<file path="config.mk">
export PLATFORM = sky130hd
export DESIGN_NAME = tcb_dec_pipe
export DESIGN_NICKNAME = d
export VERILOG_FILES = /design/src/rtl/tcb_dec_pipe_pkg.sv /design/src/rtl/tcb_dec_sel_pipe.sv /design/src/rtl/tcb_dec_pipe.sv
export SDC_FILE = /design/constraint.sdc
export NUM_CORES = 1
export LEC_CHECK = 0
export CORE_AREA = 3 3 120 122
export CTS_CLUSTER_SIZE = 8
export DETAILED_ROUTE_END_ITERATION = 16
export DIE_AREA = 0 0 123 125
export GPL_ROUTABILITY_DRIVEN = 0
export PLACE_DENSITY = 0.49
export RECOVER_POWER = 25
export SYNTH_ARGS = -nofsm -noshare
export SYNTH_HDL_FRONTEND = slang
export SYNTH_SLANG_ARGS = --single-unit
</file>
<file path="constraint.sdc">
create_clock -name clk -period 1.6 [get_ports clk]
set_input_delay 0.32 -clock clk [delete_from_list [all_inputs] [get_ports clk]]
set_output_delay 0.32 -clock clk [all_outputs]
set_load 0.05 [all_outputs]
</file>
<file path="src/rtl/tcb_dec_pipe_pkg.sv">
// tcb_dec_pipe_pkg: shared types, limits and select sizing for the TCB pipelined decoder.
// Build macro TCB_DEC_PIPE_DEFAULT_ERR_EN adds an internal error responder as select index PN.
package tcb_dec_pipe_pkg;

    localparam int DLY_MAX = 4;
    localparam int PN_MAX  = 16;

`ifdef TCB_DEC_PIPE_DEFAULT_ERR_EN
    localparam bit ERR_EN = 1'b1;
`else
    localparam bit ERR_EN = 1'b0;
`endif

    // Struct is sized for the largest legal PN so one type serves every instance
    localparam int SW_MAX = $clog2(PN_MAX + 1);

    typedef struct packed {
        logic              act;
        logic [SW_MAX-1:0] sel;
    } tcb_dec_sel_t;

    function automatic int sel_width(input int pn);
        int n;
        n = ERR_EN ? pn + 1 : pn;
        return (n > 1) ? $clog2(n) : 1;
    endfunction

endpackage

</file>
<file path="src/rtl/tcb_dec_sel_pipe.sv">
// tcb_dec_sel_pipe: DLY-deep shift register of {act, sel} with sync reset.
// DLY=0 degenerates into a combinational pass-through.
module tcb_dec_sel_pipe #(
    parameter int DLY = 1,
    parameter int SW  = 1
)(
    input  logic        clk,
    input  logic        rst,
    input  logic [SW:0] din,
    output logic [SW:0] dout
);

    if (DLY == 0) begin : g_comb
        assign dout = din;
    end else begin : g_reg
        logic [SW:0] stg [DLY];
        always_ff @(posedge clk) begin
            if (rst) begin
                for (int k = 0; k < DLY; k++) stg[k] <= '0;
            end else begin
                stg[0] <= din;
                for (int k = 1; k < DLY; k++) stg[k] <= stg[k-1];
            end
        end
        assign dout = stg[DLY-1];
    end

endmodule

</file>
<file path="src/rtl/tcb_dec_pipe.sv">
// tcb_dec_pipe: TCB address decoder, one subordinate port fanned out to PN manager ports.
// Define TCB_DEC_PIPE_DEFAULT_ERR_EN to answer unmatched addresses with err instead of port PN-1.
module tcb_dec_pipe
    import tcb_dec_pipe_pkg::*;
#(
    parameter int AW  = 32,
    parameter int DW  = 32,
    parameter int PN  = 2,
    parameter int DLY = 1,
    parameter logic [PN-1:0][AW-1:0] AS = {PN{{AW{1'bx}}}},
    localparam int BW = DW / 8
)(
    input  logic                   clk,
    input  logic                   rst,
    input  logic                   sub_vld,
    input  logic                   sub_wen,
    input  logic [BW-1:0]          sub_ben,
    input  logic [AW-1:0]          sub_adr,
    input  logic [DW-1:0]          sub_wdt,
    output logic [DW-1:0]          sub_rdt,
    output logic                   sub_err,
    output logic                   sub_rdy,
    output logic [PN-1:0]          man_vld,
    output logic [PN-1:0]          man_wen,
    output logic [PN-1:0][BW-1:0]  man_ben,
    output logic [PN-1:0][AW-1:0]  man_adr,
    output logic [PN-1:0][DW-1:0]  man_wdt,
    input  logic [PN-1:0][DW-1:0]  man_rdt,
    input  logic [PN-1:0]          man_err,
    input  logic [PN-1:0]          man_rdy
);

    localparam int SW  = sel_width(PN);
    localparam int DEF = ERR_EN ? PN : PN - 1;

    if (PN < 1 || PN > PN_MAX) begin : g_bad_pn
        $error("tcb_dec_pipe: PN=%0d outside 1..%0d", PN, PN_MAX);
    end
    if (DLY < 0 || DLY > DLY_MAX) begin : g_bad_dly
        $error("tcb_dec_pipe: DLY=%0d outside 0..%0d", DLY, DLY_MAX);
    end
    if (DW % 8 != 0) begin : g_bad_dw
        $error("tcb_dec_pipe: DW=%0d is not a whole number of bytes", DW);
    end

    logic [PN-1:0]         hit;
    logic [SW-1:0]         sel;
    logic [PN-1:0]         rdy_v;
    logic                  trn;
    logic                  rsp_act;
    logic                  rsp_err;
    tcb_dec_sel_t          req;
    tcb_dec_sel_t          rsp;
    logic [PN-1:0][DW-1:0] rdt_v;
    logic [PN-1:0]         err_v;

    for (genvar i = 0; i < PN; i++) begin : g_port
        assign hit[i]     = sub_adr ==? AS[i];
        assign man_vld[i] = !rst && sub_vld && sel == SW'(i);
        assign man_wen[i] = (sel == SW'(i)) ? sub_wen : 1'b0;
        assign man_ben[i] = (sel == SW'(i)) ? sub_ben : '0;
        assign man_adr[i] = (sel == SW'(i)) ? sub_adr : '0;
        assign man_wdt[i] = (sel == SW'(i)) ? sub_wdt : '0;
        assign rdy_v[i]   = sel == SW'(i) && man_rdy[i];
        assign rdt_v[i]   = (rsp_act && rsp.sel == SW_MAX'(i)) ? man_rdt[i] : '0;
        assign err_v[i]   = rsp_act && rsp.sel == SW_MAX'(i) && man_err[i];
    end

    // Lowest matching index wins; reset parks the select on the default target
    always_comb begin
        sel = SW'(DEF);
        for (int i = PN - 1; i >= 0; i--) sel = (hit[i] && !rst) ? SW'(i) : sel;
    end

`ifdef TCB_DEC_PIPE_DEFAULT_ERR_EN
    // Unmatched requests are absorbed locally and answered with err after DLY cycles
    assign sub_rdy = (sel == SW'(PN)) || (|rdy_v);
    assign rsp_err = rsp_act && rsp.sel == SW_MAX'(PN);
`else
    assign sub_rdy = |rdy_v;
    assign rsp_err = 1'b0;
`endif

    assign trn     = sub_vld && sub_rdy && !rst;
    assign req     = '{act: trn, sel: SW_MAX'(sel)};
    assign rsp_act = rsp.act && !rst;

    tcb_dec_sel_pipe #(
        .DLY (DLY),
        .SW  (SW_MAX)
    ) u_sel_pipe (
        .clk  (clk),
        .rst  (rst),
        .din  (req),
        .dout (rsp)
    );

    always_comb begin
        sub_rdt = '0;
        sub_err = rsp_err;
        for (int i = 0; i < PN; i++) begin
            sub_rdt = sub_rdt | rdt_v[i];
            sub_err = sub_err | err_v[i];
        end
    end

endmodule
</file>
==> metrics.yaml, run 1 <==
drt:
  drc: 0
  drtIter0Drc: 34
  vias: 2273
  first_pass_iters: 3
  viasPerCell: 3.574
  ant_nets: 0
  wirelength_mm: 9.347
  wl_per_cell_um: 14.70
layout:
  final_area_mm2: 0.005191
  area_delta_synth_final_pct: 294.0
  largest_reg_flops: 1
  fin_util_pct: 39.05
  drive_gt1_share_pct: 40.43
  largestRegisters: "u_sel_pipe.g_reg.stg x1"
  finalNetCount: 602
  largest_register: "u_sel_pipe.g_reg.stg"
  antenna_cells: 0
power_and_ir_drop:
  leakage_nw: 2.320
  power.density_mw_per_mm2: 385.5
  ir_drop_mv: 0.1737
  p_total_mw: 2.001
floorplan:
  start_util_pct: 9.910
  io_pins: 314
  rows: 42
  core_mm2: 0.01330
  die_x_um: 123
  fp.dieH_um: 125
  die-area_mm2: 0.01538
run:
  drv_cap: 0
cts:
  post-cts-setup-buffer-count: 0
  cts_resized: 0
  clk_pin_slew_ns: 0
  ctsHoldBuffers: 0
worst_setup_path:
  crit_start: "sub_adr[19]"
  critPathKind: "in2out"
  cp_data_required_time_ns: 1.28
  arrival_ns: 1.24
  cp_max_fo: 2
  startpoint_type: "input port"
  end_kind: "output pin"
yosys:
  yosys.area.top_type: "nor2b_1"
  syn-instance-count: 199
  synth_area_mm2: 0.001318
  ys_top_cells_by_area: "nor2b_1, and2_1, and3b_1"
  syn_nets: 339
  synth.avg_cell_area_um2: 6.621
  ys.warnings.count: 0
  yosys.area.top_type_share_pct: 33.24
  synth_seq_cells: 1
  synth.distinct_cells: 10
  yosysSeqAreaShare_pct: 1.519
sta:
  drv_slew: 0
  layout_min_cycle_time_ns: 1.555
  max_freq_mhz: 643.1
  rsz0062_at_grt: "no"
  timing_hold_violations_final: 0
  whs_ns: 0.7579
  setup_violations: 0
  finalWorstSetupSlack_ns: 0.04492
  fin_crit_sh_pct: 97.19
global_routing:
  grt_overflow: 0
  antenna_found_initial: 0
  grt_pass1_vias: 2442
  grt_usage_pct: 11.15
  grt_max_degree: 72
  grt_pass1_wl_mm: 13.88
place:
  placed_cell_area_mm2: 0.005261
  pre_cts_slack_ns: 0.04911
  io_buffers: 279
  dp_hpwl_mm: 8.446
min_path:
  hold_class: "in2reg"
  whs_endpoint: "u_sel_pipe.g_reg.stg[0][1]"
  hold_start: "rst"
  worstHoldPathCells: 2
run_status:
  status: "complete, no violations"
report_power, final:
group / switching, mW / total [mW] / internal, mW
clock: 0 / 0 / 0
combinational: 1.05 / 1.97 / 0.925
sequential: 0.000276 / 0.0267 / 0.0265
total: 1.05 / 2.00 / 0.952
final cells by class:
type | count | area [um2]
repair buffers | 284 | 3754
multi-input cells | 175 | 1197
flip-flops and latches | 1 | 20.02
well taps | 176 | 220.2
fillers | 1310 | 8104
cells in the final DEF, fill, tap and decap left out:
cell type and count:
buf_12 111, dfxtp_1 1, nor2b_2 6, buf_4 56
and2_1 42, and2_0 27, nor2b_1 64, mux2_2 1
and3b_1 34, conb_1 1, clkdlybuf4s50_1 105, clkbuf_2 12
logic make-up after synthesis:
| family | after synthesis | synth area share [%] |
|---|---|---|
| AND/OR/NAND/NOR | 173 | 88.60 |
| flip-flops | 1 | 1.520 |
| buffers and inverters | 23 | 8.736 |
| other | 1 | 0.2846 |
| multiplexers | 1 | 0.8546 |
Yosys cell counts:
master	number
dfxtp_1	1
mux2_2	1
buf_4	2
and3b_1	34
clkbuf_2	5
buf_2	12
conb_1	1
nor2b_1	70
and2_1	69
clkbuf_1	4
worst max path at each step:
stage / end / slack (ns) / depth (start not counted)
floorplan: man_adr[10] / -0.06 / 3
global placement: man_adr[10] / 0.05 / 3
detailed placement: man_adr[19] / 0.05 / 3
CTS: man_adr[19] / 0.04 / 3
global route: man_adr[22] / 0.006 / 3
finish: man_adr[19] / 0.04 / 3
critical path, stage by stage:
cell             delay (ns)
clkdlybuf4s50_1        0.48
nor2b_1                0.26
buf_12                 0.18
routing by layer:
layer  vias up  GRT usage, %  routed length, um
met2       151         21.74               4992
met4         0        0.6515                 74
met3         4         5.014               1340
li1       1137             -                  -
met5         -             0                  0
met1       981         11.19               2940
through the flow:
step | setup TNS, ns | instances
finish | 0 | 636
floorplan | -3.466 | 199
detailed placement | 0 | 636
global route | 0 | 636
CTS | 0 | 636
global placement | 0 | 636
Note: power is estimated with default switching activity, not from simulation.
==> inputs of run 2 (changes only) <==
--- a/config.mk
+++ b/config.mk
@@ -12,6 +12,7 @@
 export GPL_ROUTABILITY_DRIVEN = 0
 export PLACE_DENSITY = 0.49
 export RECOVER_POWER = 25
+export SLEW_MARGIN = 30
 export SYNTH_ARGS = -nofsm -noshare
 export SYNTH_HDL_FRONTEND = slang
 export SYNTH_SLANG_ARGS = --single-unit
==> results of run 2 <==
Final layout, timing and power as in run 1 (identical DEF).
